### config.mk
export PLATFORM = sky130hd
export DESIGN_NAME = wavegen_dds_flat
export DESIGN_NICKNAME = d
export VERILOG_FILES = /design/src/rtl/wavegen_dds_if.sv /design/src/rtl/wavegen_dds.sv /design/src/flat_wrapper.sv
export SDC_FILE = /design/constraint.sdc
export NUM_CORES = 1
export LEC_CHECK = 0
export ABC_AREA = 0
export CORE_MARGIN = 2
export CORE_UTILIZATION = 25
export DETAILED_ROUTE_END_ITERATION = 6
export SYNTH_ARGS = -nofsm -noshare
export SYNTH_HDL_FRONTEND = slang
export SYNTH_SLANG_ARGS = --single-unit
### constraint.sdc
create_clock -name clk -period 4.5 [get_ports clk]
set_input_delay 0.9 -clock clk [delete_from_list [all_inputs] [get_ports clk]]
set_output_delay 0.9 -clock clk [all_outputs]
set_load 0.01 [all_outputs]
### src/rtl/wavegen_dds_if.sv
// wavegen_dds_if: configuration write port of the wavegen_dds block.
//   cfg_we     write strobe, one cycle
//   cfg_ch     target channel (values >= NCH are ignored by the block)
//   cfg_sel    0 = freq word, 1 = phase offset, 2 = control, 3 = reserved
//   cfg_wdata  write data; control: bit0 = enable, bits2:1 = mode
// Modports: master drives the port, slave (the generator) receives it.
`timescale 1ns / 1ps

interface wavegen_dds_if #(
  parameter int unsigned NCH     = 2,
  parameter int unsigned PHASE_W = 16
);
  localparam int unsigned CH_W = (NCH > 1) ? $clog2(NCH) : 1;

  logic               cfg_we;
  logic [CH_W-1:0]    cfg_ch;
  logic [1:0]         cfg_sel;
  logic [PHASE_W-1:0] cfg_wdata;

  modport master (output cfg_we, output cfg_ch, output cfg_sel, output cfg_wdata);
  modport slave  (input  cfg_we, input  cfg_ch, input  cfg_sel, input  cfg_wdata);
endinterface

### src/rtl/wavegen_dds.sv
// wavegen_dds: multi-channel DDS PWM waveform generator.
// Each channel owns a phase accumulator, frequency word, phase offset and mode
// (sine / triangle / saw / square). Sine samples come from one external
// single-port ROM shared by time-multiplexing inside every PWM period.
//
// Ports:
//   clk          clock
//   reset        synchronous, active-high reset
//   cfg          configuration write port (wavegen_dds_if.slave)
//   rom_addr     registered sine ROM address
//   rom_data     unsigned sine sample, valid ROM_LAT clocks after rom_addr
//   period_tick  one-cycle pulse, registered from cnt == 0
//   pwm          registered PWM outputs, one per channel
//   pwm_n        complementary outputs with dead time (WAVEGEN_DDS_COMPL_EN only)
//
// Optional feature macro: WAVEGEN_DDS_COMPL_EN adds pwm_n and DEAD clocks of
// dead time on both outputs; undefined, pwm follows the plain duty compare.
`timescale 1ns / 1ps

module wavegen_dds #(
  parameter int unsigned NCH     = 2,
  parameter int unsigned PWM_W   = 8,
  parameter int unsigned PHASE_W = 16,
  parameter int unsigned LUT_AW  = 8,
  parameter int unsigned ROM_LAT = 1,
  parameter int unsigned DEAD    = 2
) (
  input  logic               clk,
  input  logic               reset,
  wavegen_dds_if.slave       cfg,
  output logic [LUT_AW-1:0]  rom_addr,
  input  logic [PWM_W-1:0]   rom_data,
  output logic               period_tick,
  output logic [NCH-1:0]     pwm
`ifdef WAVEGEN_DDS_COMPL_EN
  ,
  output logic [NCH-1:0]     pwm_n
`endif
);

  localparam int unsigned CH_W = (NCH > 1) ? $clog2(NCH) : 1;

  localparam logic [1:0] ModeSine = 2'd0;
  localparam logic [1:0] ModeTri  = 2'd1;
  localparam logic [1:0] ModeSaw  = 2'd2;
  localparam logic [1:0] ModeSqr  = 2'd3;

  // Elaboration-time sanity checks.
  if (NCH + 3 + ROM_LAT > (1 << PWM_W)) begin : g_chk_slots
    $error("wavegen_dds: NCH+3+ROM_LAT must not exceed the PWM period");
  end
  if (LUT_AW > PHASE_W || PWM_W > PHASE_W || PWM_W < 2 || PHASE_W < 3) begin : g_chk_widths
    $error("wavegen_dds: inconsistent LUT_AW / PWM_W / PHASE_W");
  end
  if (DEAD >= (1 << PWM_W)) begin : g_chk_dead
    $error("wavegen_dds: DEAD must be shorter than the PWM period");
  end

  // State.
  logic [PWM_W-1:0]   cnt_q, cnt_d;
  logic [PHASE_W-1:0] acc_q [NCH];
  logic [PHASE_W-1:0] acc_d [NCH];
  logic [PHASE_W-1:0] freq_q [NCH];
  logic [PHASE_W-1:0] freq_d [NCH];
  logic [PHASE_W-1:0] off_q [NCH];
  logic [PHASE_W-1:0] off_d [NCH];
  logic [1:0]         mode_q [NCH];
  logic [1:0]         mode_d [NCH];
  logic [PWM_W-1:0]   shadow_q [NCH];
  logic [PWM_W-1:0]   shadow_d [NCH];
  logic [PWM_W-1:0]   active_q [NCH];
  logic [PWM_W-1:0]   active_d [NCH];
  logic [NCH-1:0]     en_q, en_d;
  logic [LUT_AW-1:0]  rom_addr_q, rom_addr_d;
  logic               tick_q, tick_d;
  logic [NCH-1:0]     pwm_q, pwm_d, pwm_raw_d;

  // Per-channel sample phase and the value each mode would capture.
  logic [PHASE_W-1:0] ph [NCH];
  logic [LUT_AW-1:0]  idx [NCH];
  logic [PWM_W-1:0]   p_w [NCH];
  logic [PWM_W-1:0]   tri_w [NCH];
  logic [PWM_W-1:0]   sample [NCH];
  logic [NCH-1:0]     unused_ph;

  always_comb begin
    for (int k = 0; k < NCH; k++) begin
      ph[k]        = acc_q[k] + off_q[k];
      idx[k]       = ph[k][PHASE_W-1 -: LUT_AW];
      p_w[k]       = ph[k][PHASE_W-1 -: PWM_W];
      unused_ph[k] = ^ph[k];
      tri_w[k]     = {p_w[k][PWM_W-2:0], 1'b0};
      unique case (mode_q[k])
        ModeSine: sample[k] = rom_data;
        ModeTri:  sample[k] = p_w[k][PWM_W-1] ? ~tri_w[k] : tri_w[k];
        ModeSaw:  sample[k] = p_w[k];
        ModeSqr:  sample[k] = {PWM_W{p_w[k][PWM_W-1]}};
        default:  sample[k] = '0;
      endcase
    end
  end

  // Next-state logic: config decode, accumulators, ROM sequencer, commit, compare.
  always_comb begin
    cnt_d      = cnt_q + PWM_W'(1);
    tick_d     = (cnt_q == '0);
    rom_addr_d = rom_addr_q;
    en_d       = en_q;
    freq_d     = freq_q;
    off_d      = off_q;
    mode_d     = mode_q;
    acc_d      = acc_q;
    shadow_d   = shadow_q;
    active_d   = active_q;
    pwm_raw_d  = '0;

    for (int k = 0; k < NCH; k++) begin
      if (cfg.cfg_we && (cfg.cfg_ch == CH_W'(k))) begin
        case (cfg.cfg_sel)
          2'd0: freq_d[k] = cfg.cfg_wdata;
          2'd1: off_d[k]  = cfg.cfg_wdata;
          2'd2: begin
            en_d[k]   = cfg.cfg_wdata[0];
            mode_d[k] = cfg.cfg_wdata[2:1];
          end
          default: ;
        endcase
      end

      // Uses freq_q, so a write landing on this edge waits one period.
      if (en_q[k] && (cnt_q == '0)) begin
        acc_d[k] = acc_q[k] + freq_q[k];
      end

      // ROM address is issued for every channel, whatever its mode.
      if (cnt_q == PWM_W'(k + 1)) begin
        rom_addr_d = idx[k];
      end

      if (en_q[k] && (cnt_q == PWM_W'(k + 2 + ROM_LAT))) begin
        shadow_d[k] = sample[k];
      end

      if (en_q[k] && (cnt_q == '1)) begin
        active_d[k] = shadow_q[k];
      end

      // A disabled channel is held fully cleared so re-enable starts from phase 0.
      if (!en_d[k]) begin
        acc_d[k]    = '0;
        shadow_d[k] = '0;
        active_d[k] = '0;
      end

      pwm_raw_d[k] = en_d[k] && (cnt_d < active_d[k]);
    end
  end

`ifdef WAVEGEN_DDS_COMPL_EN
  localparam int unsigned DW = (DEAD > 0) ? $clog2(DEAD + 1) : 1;

  // hi_cnt: consecutive clocks the raw compare has been high (saturating).
  // lo_cnt: consecutive clocks the delayed pwm has been low (saturating).
  logic [DW-1:0]  hi_cnt_q [NCH];
  logic [DW-1:0]  hi_cnt_d [NCH];
  logic [DW-1:0]  lo_cnt_q [NCH];
  logic [DW-1:0]  lo_cnt_d [NCH];
  logic [NCH-1:0] pwm_n_q, pwm_n_d;

  always_comb begin
    for (int k = 0; k < NCH; k++) begin
      if (pwm_raw_d[k]) begin
        hi_cnt_d[k] = (hi_cnt_q[k] >= DW'(DEAD)) ? hi_cnt_q[k] : hi_cnt_q[k] + DW'(1);
      end else begin
        hi_cnt_d[k] = '0;
      end
      // Rising edge delayed by DEAD; pulses of DEAD clocks or less vanish.
      pwm_d[k] = pwm_raw_d[k] && (hi_cnt_q[k] >= DW'(DEAD));

      if (!pwm_d[k]) begin
        lo_cnt_d[k] = (lo_cnt_q[k] >= DW'(DEAD)) ? lo_cnt_q[k] : lo_cnt_q[k] + DW'(1);
      end else begin
        lo_cnt_d[k] = '0;
      end
      // Falls together with pwm rising, rises DEAD clocks after pwm falls.
      pwm_n_d[k] = !pwm_d[k] && (lo_cnt_q[k] >= DW'(DEAD));
    end
  end

  always_ff @(posedge clk) begin
    if (reset) begin
      hi_cnt_q <= '{default: '0};
      lo_cnt_q <= '{default: '0};
      pwm_n_q  <= '0;
    end else begin
      hi_cnt_q <= hi_cnt_d;
      lo_cnt_q <= lo_cnt_d;
      pwm_n_q  <= pwm_n_d;
    end
  end

  assign pwm_n = pwm_n_q;
`else
  always_comb begin
    pwm_d = pwm_raw_d;
  end
`endif

  always_ff @(posedge clk) begin
    if (reset) begin
      cnt_q      <= '0;
      acc_q      <= '{default: '0};
      freq_q     <= '{default: '0};
      off_q      <= '{default: '0};
      mode_q     <= '{default: '0};
      shadow_q   <= '{default: '0};
      active_q   <= '{default: '0};
      en_q       <= '0;
      rom_addr_q <= '0;
      tick_q     <= 1'b0;
      pwm_q      <= '0;
    end else begin
      cnt_q      <= cnt_d;
      acc_q      <= acc_d;
      freq_q     <= freq_d;
      off_q      <= off_d;
      mode_q     <= mode_d;
      shadow_q   <= shadow_d;
      active_q   <= active_d;
      en_q       <= en_d;
      rom_addr_q <= rom_addr_d;
      tick_q     <= tick_d;
      pwm_q      <= pwm_d;
    end
  end

  assign rom_addr    = rom_addr_q;
  assign period_tick = tick_q;
  assign pwm         = pwm_q;

endmodule

### src/flat_wrapper.sv
// flat-port wrapper written by rule: the top's interface ports become plain ports
module wavegen_dds_flat 
#(
  parameter int unsigned NCH     = 2,
  parameter int unsigned PWM_W   = 8,
  parameter int unsigned PHASE_W = 16,
  parameter int unsigned LUT_AW  = 8,
  parameter int unsigned ROM_LAT = 1,
  parameter int unsigned DEAD    = 2
)
  (clk, reset, rom_addr, rom_data, period_tick, pwm, cfg_cfg_we, cfg_cfg_ch, cfg_cfg_sel, cfg_cfg_wdata);
  wavegen_dds_if #(.NCH(NCH), .PHASE_W(PHASE_W)) cfg_i ();
  input  logic clk;
  input  logic reset;
  output logic [LUT_AW-1:0] rom_addr;
  input  logic [PWM_W-1:0] rom_data;
  output logic period_tick;
  output logic [NCH-1:0] pwm;
  input wire logic [$bits(cfg_i.cfg_we)-1:0] cfg_cfg_we;
  input wire logic [$bits(cfg_i.cfg_ch)-1:0] cfg_cfg_ch;
  input wire logic [$bits(cfg_i.cfg_sel)-1:0] cfg_cfg_sel;
  input wire logic [$bits(cfg_i.cfg_wdata)-1:0] cfg_cfg_wdata;
  assign cfg_i.cfg_we = cfg_cfg_we;
  assign cfg_i.cfg_ch = cfg_cfg_ch;
  assign cfg_i.cfg_sel = cfg_cfg_sel;
  assign cfg_i.cfg_wdata = cfg_cfg_wdata;
  wavegen_dds #(.NCH(NCH), .PWM_W(PWM_W), .PHASE_W(PHASE_W), .LUT_AW(LUT_AW), .ROM_LAT(ROM_LAT), .DEAD(DEAD)) u_core (.clk(clk), .reset(reset), .cfg(cfg_i), .rom_addr(rom_addr), .rom_data(rom_data), .period_tick(period_tick), .pwm(pwm));
endmodule
==> flow_metrics.env, run 1 <==
export IMPL_die_area_mm2=0.0376
export IMPL_die_h_um=194
export IMPL_clkSinkCount=153
export IMPL_clkTransAtPathRegs_ns=0.06
export IMPL_drtPass1Iterations=5
export IMPL_cts_tree="done"
export IMPL_wire_per_inst_um=15.0
export IMPL_grt_pass1_wl_um=39100
export IMPL_p_per_area_mw_per_mm2=295
export IMPL_grt_pass1_vias=7381
export IMPL_finClkSkew_ns=0.0129
export IMPL_critPathMaxFanout=10
export IMPL_grt_use_total_pct=13.0
export IMPL_yosys_warnings=0
export IMPL_holdPathStages=2
export IMPL_syn_to_final_growth_pct=15.1
export IMPL_crit_chain="clkdlybuf4s50_1 > nand2b_4 > nor3b_4 > mux2i_1 > or2_2 > ha_1 > a21o_1 > a21oi_1 > nand3_1 > o21ai_1"
export IMPL_post_cts_resized=0
export IMPL_place_inst=1596
export IMPL_antenna_left=0
export IMPL_cp_arrival_ns=3.62
export IMPL_synth_edf_count=0
export IMPL_cts_inserted_buffers=17
export IMPL_rsz0062_at_grt="no"
export IMPL_grt_max_degree=73
export IMPL_viasPerCell=4.88
export IMPL_regToRegSetupSlack_ns=1.55
export IMPL_yosysTopAreaCell="dfxtp_1"
export IMPL_whs_endpoint="u_core.shadow_q[8]"
export IMPL_min_path_type="reg2reg"
export IMPL_design_area_mm2=0.0104
export IMPL_dieWidth_um=194
export IMPL_ys_seq_elements=153
export IMPL_min_delay_start="u_core.shadow_q[8]"
export IMPL_postCtsSetupBuffers=0
export IMPL_crit_required_ns=4.87
export IMPL_dpl_cell_area_mm2=0.00982
export IMPL_netlist_area_leader_share_pct=33.9
export IMPL_core_area_mm2=0.0356
export IMPL_rows=69
export IMPL_final_period_utilization_pct=72.2
export IMPL_seq_area_frac_synth_pct=33.9
export IMPL_place_gp_congestion=0.876
export IMPL_antenna_found_initial=1
export IMPL_r2r_start="u_core.cnt_q[0]"
export IMPL_syn_area_per_cell_um2=7.94
export IMPL_setup_tns_ns=0
export IMPL_grt_overflow=0
export IMPL_drt_initial_drc_count=563
export IMPL_hold_buffers=0
export IMPL_tightest_slew_ns=1.18
export IMPL_synthesis_nets=1245
export IMPL_synthArstFlopShare_pct=0
export IMPL_vias=7941
export IMPL_path_buf_inv=1
export IMPL_instances_no_fill=1628
export IMPL_slew_limit_headroom_pct=21.3
export IMPL_hold_violations=0
export IMPL_min_period_ns=3.25
export IMPL_nets=1262
export IMPL_critical_path_max_stage_delay_ns=0.60
export IMPL_worst_setup_path_start_kind="primary input"
export IMPL_start_util_pct=25.4
export IMPL_r2r_end="u_core.pwm[0]"
export IMPL_ir_worst_vdd_mv=0.299
export IMPL_synthDistinctLibCells=71
export IMPL_yosys_top_cells_area="dfxtp_1 34%, ha_1 11%, nand2_1 8.5%"
export IMPL_fin_hold_ws_ns=0.459
export IMPL_drt_total_wl_um=24400
export IMPL_synth_cells=1137
export IMPL_clock_latency_ns=0.44
export IMPL_r2r_cells=11
export IMPL_synth_most_common_cell="nand2_1"
export IMPL_p_leak_uw=0.00377
export IMPL_max_freq_mhz=308
export IMPL_htree_levels=4
export IMPL_worst_path_dominant_cell_family="simple AND/OR/NAND/NOR gates"
export IMPL_clockRootBuffer="clkbuf_16"
export IMPL_path_class="in2reg"
export IMPL_status="completed"
export IMPL_io_pins=41
export IMPL_dp_final_hpwl_um=18500
export IMPL_slew_viol_final=0
export IMPL_clock_path_buffers=2
export IMPL_synth_main_ff_cell="dfxtp_1"
export IMPL_drive_above_1_share_pct=7.46
export IMPL_slowest_stage="mux2i_1"
export IMPL_io_buffers=40
export IMPL_synth_area_mm2=0.00903
export IMPL_finalSetupViolations=0
export IMPL_crit_path_end_kind="flop"
export IMPL_maxCapViolations=0
export IMPL_antenna_cells=0
export IMPL_synth_common_cells="205 x nand2_1, 153 x dfxtp_1, 140 x a21oi_1"
export IMPL_drc=0
## sequential cells by signal, indices dropped and copies added (netlist names)
| signal | count |
|---|---|
| u_core.active_q | 16 |
| u_core.off_q | 32 |
| u_core.mode_q | 4 |
| u_core.acc_q | 32 |
| u_core.shadow_q | 16 |
| u_core.rom_addr | 8 |
| u_core.en_q | 2 |
| u_core.period_tick | 1 |
| u_core.freq_q | 32 |
| u_core.cnt_q | 8 |
| u_core.pwm | 2 |
## area by class of cell
class | instances | area, um^2
clock buffers | 18 | 429
clock inverters | 14 | 141
fillers | 3871 | 25200
inverters | 33 | 124
multi-input cells | 902 | 5610
flip-flops and latches | 153 | 3060
well taps | 461 | 577
repair buffers | 47 | 448
## how the worst max path moves through the flow
stage                              start            end  slack, ns  cells after the start
after floorplan               cfg_cfg_ch  u_core.pwm[0]       1.82                      9
after global placement    cfg_cfg_sel[0]  u_core.pwm[1]       0.87                      9
after detailed placement      cfg_cfg_we  u_core.pwm[0]       0.83                     10
after CTS                     cfg_cfg_we  u_core.pwm[0]       1.28                     10
after global routing          cfg_cfg_we  u_core.pwm[0]       0.99                     10
final                         cfg_cfg_we  u_core.pwm[0]       1.25                     10
## layout by cell type (no fill, tap or decap), drive strengths merged, types with 8 or more instances in the layout
cell           netlist  routed
dfxtp              153     153
o21a                11      11
a211oi              20      20
xnor2               25      25
or3                 12      12
a21o                10      10
o31ai                8       8
inv                 33      38
xor2                11      11
mux2i               28      28
and2                 8       8
or2                 20      20
a31oi               10      10
a21oi              143     143
nand3               27      27
buf                 16       8
ha                  76      76
clkbuf              33      18
and3                10      10
clkdlybuf4s50        0      39
nand4               10      10
nor3                30      30
o211ai              14      14
nor2                89      89
nand2              208     208
nor2b               15      15
o21ai               52      52
## through the flow
stage / utilization (%) / power [uW] / setup WS (ns)
3_3_place_gp: 27.6 / 1670 / 0.870
6_report: 29.2 / 3070 / 1.25
5_1_grt: 29.2 / 3190 / 0.990
2_1_floorplan: - / 1570 / 1.82
4_1_cts: 29.2 / 3110 / 1.28
3_5_place_dp: 27.6 / 1680 / 0.832
## cell families (layout without fill, tap and decap cells)
group	count (synthesis)	count (layout)	synth area share, %
compound gates	305	305	20.8
xor+xnor	36	36	3.49
fa+ha+maj	78	78	11.0
buf+inv	82	112	3.96
flops	153	153	33.9
mux	32	32	3.60
simple gates	451	451	23.2
## worst register-to-register path, delay by kind of cell (launching register included)
| family | cells | cell delay (ns) |
|---|---|---|
| fa+ha+maj | 2 | 0.58 |
| mux | 1 | 0.17 |
| compound gates | 3 | 0.49 |
| flops | 1 | 0.41 |
| simple gates | 5 | 1.24 |
## per-layer routing
layer  share of wire, %  global-route usage [%]
met5              0.053                       0
met4                1.6                    3.93
met3                6.1                    2.97
met2                 43                    19.6
met1                 50                    18.3
## power breakdown
group	internal [uW]	switching (uW)	total (uW)
Clock	775	643	1420
Sequential	1380	20.5	1400
Combinational	104	143	247
Total	2260	807	3070
Power figures use the tool's default switching activity.
==> inputs of run 2 (changes only) <==
==> constraint.sdc (replaced) <==
create_clock -name clk -period 3.3 [get_ports clk]
set_input_delay 0.66 -clock clk [delete_from_list [all_inputs] [get_ports clk]]
set_output_delay 0.66 -clock clk [all_outputs]
set_load 0.01 [all_outputs]
==> run 2 against run 1 <==
  * Via count rose by 0.52%
  * Final area rose by 1.1%
  * Critical endpoint unchanged
  * Sequential power rose by 36%
  * Final cell count rose by 0.74%
  * Critical path depth did not move
  * Largest cell class unchanged
  * Combinational power rose by 39%
  * Wire length rose by 0.90%
  * Power rose by 38%
  * Utilization rose by 0.32 points
==> flow_metrics.env, run 2 (synthesized netlist as in run 1, its figures left out) <==
export IMPL_switching_share_pct=26.4
export IMPL_grt_use_met1_pct=18.1
export IMPL_min_path_type="reg2reg"
export IMPL_io_pins=41
export IMPL_grt_max_degree=70
export IMPL_p_per_area_mw_per_mm2=402
export IMPL_nets=1274
export IMPL_r2r_end="u_core.pwm[0]"
export IMPL_postCtsSetupBuffers=0
export IMPL_worst_setup_path_start_kind="primary input"
export IMPL_finClkSkew_ns=0.00899
export IMPL_grtUsageMet3_pct=3.22
export IMPL_vias=7982
export IMPL_die_h_um=194
export IMPL_clkSinkCount=153
export IMPL_use_met2_pct=20.2
export IMPL_clkTransAtPathRegs_ns=0.07
export IMPL_cts_tree="done"
export IMPL_slew_viol_final=0
export IMPL_min_period_ns=2.97
export IMPL_htree_levels=4
export IMPL_intPower_uw=3100
export IMPL_clock_latency_ns=0.44
export IMPL_p_seq_share_pct=45.3
export IMPL_grt_overflow=0
export IMPL_drc=0
export IMPL_drt_total_wl_um=24600
export IMPL_switchingPower_uw=1120
export IMPL_r2r_start="u_core.cnt_q[0]"
export IMPL_core_area_mm2=0.0356
export IMPL_die_area_mm2=0.0376
export IMPL_clkPwrFrac_pct=46.6
export IMPL_r2r_cells=11
export IMPL_grt_use_total_pct=13.1
export IMPL_reg_top3="u_core.acc_q x32, u_core.freq_q x32, u_core.off_q x32"
export IMPL_io_buffers=40
export IMPL_grt_pass1_wl_um=39500
export IMPL_critPathMaxFanout=10
export IMPL_hold_violations=0
export IMPL_min_delay_start="u_core.off_q[26]"
export IMPL_utilization_pct=29.5
export IMPL_drtPass1Iterations=5
export IMPL_post_cts_resized=0
export IMPL_start_util_pct=25.4
export IMPL_regToRegSetupSlack_ns=0.41
export IMPL_dp_final_hpwl_um=18700
export IMPL_crit_path_end_kind="flop"
export IMPL_rows=69
export IMPL_design_area_mm2=0.0105
export IMPL_grt_pass1_vias=7540
export IMPL_wire_per_inst_um=15.0
export IMPL_final_cell_mix="205 x nand2_1, 153 x dfxtp_1, 140 x a21oi_1"
export IMPL_gr_max_usage_layer="met2"
export IMPL_place_gp_congestion=0.867
export IMPL_cp_arrival_ns=3.34
export IMPL_final_common_cell="nand2_1"
export IMPL_clock_path_buffers=2
export IMPL_drive_above_1_share_pct=8.48
export IMPL_setup_tns_ns=0
export IMPL_tightest_slew_ns=0.838
export IMPL_num_fill_cells=3828
export IMPL_fin_hold_ws_ns=0.463
export IMPL_max_freq_mhz=337
export IMPL_syn_to_final_growth_pct=16.4
export IMPL_final_period_utilization_pct=90.0
export IMPL_viasPerCell=4.87
export IMPL_status="completed"
export IMPL_ir_worst_vdd_mv=0.369
export IMPL_dpl_cell_area_mm2=0.00993
export IMPL_path_class="in2reg"
export IMPL_antenna_cells=0
export IMPL_p_leak_uw=0.00386
export IMPL_dieWidth_um=194
export IMPL_place_ws_ns=-0.0918
export IMPL_crit_required_ns=3.67
export IMPL_cts_inserted_buffers=17
export IMPL_maxCapViolations=0
export IMPL_rsz0062_at_grt="no"
export IMPL_whs_endpoint="u_core.off_q[26]"
export IMPL_finalSetupViolations=0
export IMPL_clockRootBuffer="clkbuf_16"
export IMPL_antenna_left=0
export IMPL_antenna_found_initial=0
export IMPL_drt_initial_drc_count=533
export IMPL_slew_limit_headroom_pct=44.1
export IMPL_holdPathStages=2
export IMPL_hold_buffers=0
export IMPL_comb_power_share_pct=8.1
export IMPL_finalWorstSetupSlack_ns=0.330
[run 2: area by class of cell]
| class | count | area (um^2) | share of cell area, % |
|---|---|---|---|
| well taps | 461 | 577 | 5.49 |
| clock buffers | 17 | 425 | 4.05 |
| repair buffers | 59 | 551 | 5.24 |
| inverters | 33 | 124 | 1.18 |
| flip-flops and latches | 153 | 3060 | 29.2 |
| multi-input cells | 902 | 5610 | 53.4 |
| clock inverters | 15 | 155 | 1.48 |
[run 2: per-stage QoR]
step | power, uW | std cells
floorplan | 2140 | 1137
global placement | 2290 | 1608
detailed placement | 2290 | 1608
CTS | 4270 | 1640
global route | 4380 | 1640
finish | 4220 | 1640
[run 2: per-layer routing]
layer  vias up  share of wire [%]
li1       4066                  -
met1      3686                 49
met2       201                 43
met3        29                6.1
met4         0                1.6
met5         -                  0
[run 2: worst max path at each step]
stage                               end  cells past startpoint  startpoint  slack, ns
final                     u_core.pwm[0]                     10  cfg_cfg_we       0.33
after global placement    u_core.pwm[0]                     10  cfg_cfg_we      -0.05
after detailed placement  u_core.pwm[0]                     10  cfg_cfg_we      -0.09
after floorplan           u_core.pwm[0]                      9  cfg_cfg_ch       0.86
after global routing      u_core.pwm[0]                     10  cfg_cfg_we       0.17
after CTS                 u_core.pwm[0]                     10  cfg_cfg_we       0.35
[run 2: power groups by stage]
stage,combinational (uW),sequential [uW],clock (uW)
finish,343,1910,1970
global route,379,1910,2090
CTS,343,1910,2010
detailed placement,341,1950,0
global placement,338,1950,0
floorplan,193,1950,0
[run 2: critical path: stages]
cell	delay, ns
clkdlybuf4s50_1	0.57
nand2b_4	0.10
nor3b_4	0.37
mux2i_1	0.63
or2_2	0.22
ha_1	0.24
a21o_1	0.16
a21oi_1	0.18
nand3_1	0.10
o21ai_1	0.11
==> RTL edit 1 (config.mk and constraints of run 2) <==
The output `period_tick` loses its register stage (`tick_q` becomes a continuous assignment).
--- a/src/rtl/wavegen_dds.sv
+++ b/src/rtl/wavegen_dds.sv
@@ -219,3 +219,2 @@
       rom_addr_q <= '0;
-      tick_q     <= 1'b0;
       pwm_q      <= '0;
@@ -231,3 +230,2 @@
       rom_addr_q <= rom_addr_d;
-      tick_q     <= tick_d;
       pwm_q      <= pwm_d;
@@ -235,2 +233,4 @@
   end
+
+  assign tick_q = tick_d;
 
Formal check against the unedited RTL: not equivalent (Yosys sat finds a counterexample within 4 cycles, from zero or initial values and one cycle with reset high).
==> RTL edit 1 against run 2 <==
Sequential share of layout area increased by 0.44 points. Critical path depth decreased by 6. Sequential cell count decreased by 1. Final area decreased by 2.1%. Global-route usage increased by 0.47 points. Synthesized area decreased by 4.0%. Core utilization increased by 0.38 points. Non-clock buffer count increased by 11. Worst setup slack got worse by 0.087 ns. Routed wire length decreased by 2.4%. Power increased by 0.19%.
==> RTL edit 1: results (changes against run 2) <==
Timing
  • Worst-Margin Slew: 0.806 ns (was 0.838 ns)
  • Worst Hold Slack: 0.455 ns (was 0.463 ns)

Routing
  • M1 WL: 11800 um (was 12200 um)
  • Via count: 7699 (was 7982)
  • Initial DRC Count: 538 (was 533)
  • Pre-antenna DRT Iters: 4 (was 5)
  • Met3 WL: 1350 um (was 1500 um)

Outcome
  • Status: completed (unchanged)

Worst hold path
  • Hold EP: u_core.off_q[0]$_SDFFE_PP0P_ (was u_core.off_q[26]$_SDFFE_PP0P_)

Cells and area
  • Layout clock area frac: 5.74% (was 5.53%)
  • Multi-input gates: 867 (was 902)
  • Non-clock buffer share: 6.18% (was 5.24%)
  • Register area: 3040 um2 (was 3060 um2)
  • Share of layout cells above drive strength 1: 8.25% (was 8.48%)
  • Non-clock buffers: 70 (was 59)

Synthesis
  • Flops & latches, synth: 152 (was 153)
  • Post-Synth Adder-Cell Area: 11.4% (was 11.0%)
  • Xor/xnor share of the synthesized area: 4.01% (was 3.49%)
  • Synth Area in Compound Gates: 20.8% (about the same)
  • Syn nets: 1198 (was 1245)
  • Yosys cell types: 67 (was 71)

Worst setup path
  • Crit-path slowest cell: clkdlybuf4s50_1 (was mux2i_1)
  • Max FO, Critical Path: 3 (was 10)
  • Crit start category: flop (was input port)
  • Worst r2r src: u_core.acc_q[0]$_SDFFE_PP0P_ (was u_core.cnt_q[0]$_SDFF_PP0_)

Floorplan
  • Placeable core area: 34400 um2 (was 35600 um2)

GRT
  • GR Util met2: 20.8% (was 20.2%)
  • Met3 Usage GRT: 3.74% (was 3.22%)

Power and ir drop
  • Leak: 3.88 nW (was 3.86 nW)
## RTL edit 1: cell types whose count changed in the layout (fill, tap and decap cells not counted), sizes merged, moves of 6 or more
cell / change
nand2: -8
a22o: +6
clkbuf: +6
buf: +11
nor3: -9
inv: -23
nand3: +6
## RTL edit 1: power by group through the flow
stage               clock (mW)  combinational [mW]  sequential, mW
floorplan                    0               0.184            1.93
global placement             0               0.344            1.94
detailed placement           0               0.348            1.94
CTS                       2.02               0.349            1.90
global route              2.09               0.384            1.90
finish                    1.98               0.349            1.90
## RTL edit 1: how the worst max path moves through the flow
stage / cells past startpoint / end
floorplan: 9 / u_core.pwm[0]$_SDFF_PP0_
global route: 12 / u_core.shadow_q[7]$_SDFFE_PP0P_
CTS: 4 / period_tick
finish: 4 / period_tick
global placement: 12 / u_core.pwm[0]$_SDFF_PP0_
detailed placement: 11 / u_core.pwm[0]$_SDFF_PP0_
==> RTL edit 2 (settings of run 2) <==
Made on the original files. `LUT_AW` is set to 8 in 2 places; all go to 10.
--- a/src/rtl/wavegen_dds.sv
+++ b/src/rtl/wavegen_dds.sv
@@ -23,3 +23,3 @@
   parameter int unsigned PHASE_W = 16,
-  parameter int unsigned LUT_AW  = 8,
+  parameter int unsigned LUT_AW  = 10,
   parameter int unsigned ROM_LAT = 1,
--- a/src/flat_wrapper.sv
+++ b/src/flat_wrapper.sv
@@ -6,3 +6,3 @@
   parameter int unsigned PHASE_W = 16,
-  parameter int unsigned LUT_AW  = 8,
+  parameter int unsigned LUT_AW  = 10,
   parameter int unsigned ROM_LAT = 1,
Interface: changed (resized rom_addr); port bits go from 41 to 43. The function was not compared with the original's and may differ.
==> RTL edit 2 against run 2 <==
Combinational power is 12% higher. Routed wire length grew 1.9%. Die area is 0.43% lower. Synthesized cell count fell by 1.6%. Clock skew about the same. Final area up 1.0%. Sequential cell count increased by 2. Power up 4.5%. Worst setup slack lost 0.0058 ns. Highest routed layer unchanged. Synthesized area fell by 0.44%.
==> RTL edit 2: results (changes against run 2) <==
Outcome
  • Status: completed (unchanged)

Place
  • Area after DPL: 10000 um2 (was 9930 um2)
  • Place WS: -0.0475 ns (was -0.0918 ns)
  • Global placer's final weighted congestion: 0.875 (was 0.867)
  • IO buf count: 42 (was 40)
  • Post-DP HPWL: 19100 um (was 18700 um)

Synthesis
  • Yosys cell types: 65 (was 71)
  • Register area share after synthesis: 34.5% (was 33.9%)
  • Synth warnings: 0 (unchanged)
  • Xor/xnor share of the synthesized area: 5.05% (was 3.49%)
  • Synth top area cells: dfxtp_1 35%, ha_1 11%, nand2_1 8.7% (was dfxtp_1 34%, ha_1 11%, nand2_1 8.5%)
  • Synth Area in Compound Gates: 21.3% (was 20.8%)
  • Top cells by count, synth: 208 x nand2_1, 155 x dfxtp_1, 134 x a21oi_1 (was 205 x nand2_1, 153 x dfxtp_1, 140 x a21oi_1)
  • Post-Synth Adder-Cell Area: 11.0% (about the same)
  • Syn nets: 1227 (was 1245)
  • Asr flop ratio synth: 0% (unchanged)
  • Post-synthesis mux area share: 3.26% (was 3.60%)

GRT
  • GR Util met2: 20.5% (was 20.2%)
  • Vias in the first global route: 7469 (was 7540)
  • Met1 Usage GRT: 18.6% (was 18.1%)
  • First-pass GRT wire length: 39900 um (was 39500 um)
  • Met3 Usage GRT: 2.60% (was 3.22%)
  • Largest net degree at the start of global routing: 45 (was 70)
  • Total GRT Usage: 13.3% (was 13.1%)

Cells and area
  • Net count, final: 1270 (was 1274)
  • Antenna Cells: 0 (unchanged)
  • Share of layout cells above drive strength 1: 6.13% (was 8.48%)

Routing
  • Pre-antenna DRT Iters: 5 (unchanged)
  • Routed WL: 25100 um (was 24600 um)
  • Initial DRC Count: 507 (was 533)
  • Via count: 8092 (was 7982)

Timing
  • Final Skew: 0.00898 ns (was 0.00899 ns)
  • Worst-Margin Slew: 0.844 ns (was 0.838 ns)

Worst setup path
  • RR Endpoint: u_core.shadow_q[10]$_SDFFE_PP0P_ (was u_core.pwm[0]$_SDFF_PP0_)
  • CP startpoint: cfg_cfg_sel[0] (was cfg_cfg_we)
  • R2R setup slack: 0.44 ns (was 0.41 ns)
  • Crit-path slowest cell: a21oi_1 (was mux2i_1)
  • Critical Path AT: 3.33 ns (was 3.34 ns)
  • Max FO, Critical Path: 10 (unchanged)
  • FF-to-FF path depth: 9 (was 11)
  • Worst r2r src: u_core.acc_q[17]$_SDFFE_PP0P_ (was u_core.cnt_q[0]$_SDFF_PP0_)

Clocking
  • Clock latency on the worst-skew pair: 0.44 ns (about the same)

Worst hold path
  • Startpoint of the worst hold path: u_core.freq_q[15]$_SDFFE_PP0P_ (was u_core.off_q[26]$_SDFFE_PP0P_)
  • Hold EP: u_core.freq_q[15]$_SDFFE_PP0P_ (was u_core.off_q[26]$_SDFFE_PP0P_)

Power and ir drop
  • Worst IR Drop VDD: 0.000392 V (was 0.000369 V)
  • Leak: 4.08 nW (was 3.86 nW)
RTL edit 2: cell types whose count changed in the layout (fill, tap and decap cells not counted), moves of 7 or more:
cell / delta
nor2_1: +7
xnor2_1: +9
or2_1: +15
inv_1: -11
or2_2: -17
o211ai_1: -7
o21ai_1: +7
o21ai_0: -22
RTL edit 2: through the flow:
| step | cells | hold WS, ns |
|---|---|---|
| after floorplan | 1119 | 0.432 |
| after CTS | 1636 | 0.462 |
| after detailed placement | 1604 | 0.453 |
| final | 1636 | 0.455 |
| after global routing | 1636 | 0.481 |
| after global placement | 1604 | 0.444 |
RTL edit 2: critical path: cells and delay by family:
kind | cells | cell delay [ns]
AND/OR/NAND/NOR | 6 | 1.03
AO/OA/AOI/OAI | 3 | 0.93
buffers and inverters | 1 | 0.44
adder cells (fa/ha/maj) | 1 | 0.25
RTL edit 2: power by group:
group	switching, mW	internal [mW]
sequential	0.0353	1.91
combinational	0.227	0.158
clock	0.873	1.21
total	1.13	3.27
RTL edit 2: area by class of cell:
type | count | area (um2)
Clock buffer | 17 | 425
Clock inverter | 15 | 188
Fill cell | 3727 | 24900
Inverter | 24 | 90.1
Multi-Input combinational cell | 900 | 5650
Sequential cell | 155 | 3100
Tap cell | 461 | 577
Timing Repair Buffer | 64 | 583
RTL edit 2: worst max-delay path by stage:
stage	end	slack, ns	depth (start not counted)
after floorplan	u_core.pwm[0]$_SDFF_PP0_	0.75	11
after global placement	u_core.pwm[0]$_SDFF_PP0_	0.06	11
after detailed placement	u_core.pwm[0]$_SDFF_PP0_	-0.05	11
after CTS	u_core.pwm[0]$_SDFF_PP0_	0.37	11
after global routing	u_core.shadow_q[10]$_SDFFE_PP0P_	0.06	9
final	u_core.pwm[0]$_SDFF_PP0_	0.32	11
RTL edit 2: kinds of logic (layout without fill, tap and decap cells):
family	Yosys count	in the layout
fa+ha+maj	78	78
simple gates	437	437
flops	155	155
mux	29	29
compound gates	305	305
buf+inv	64	120
xor+xnor	51	51
RTL edit 2: layer usage:
layer / routed length, um / part of all wire, %
met1: 12400 / 50
met5: 0 / 0
met2: 11000 / 44
met4: 411 / 1.6
met3: 1240 / 4.9
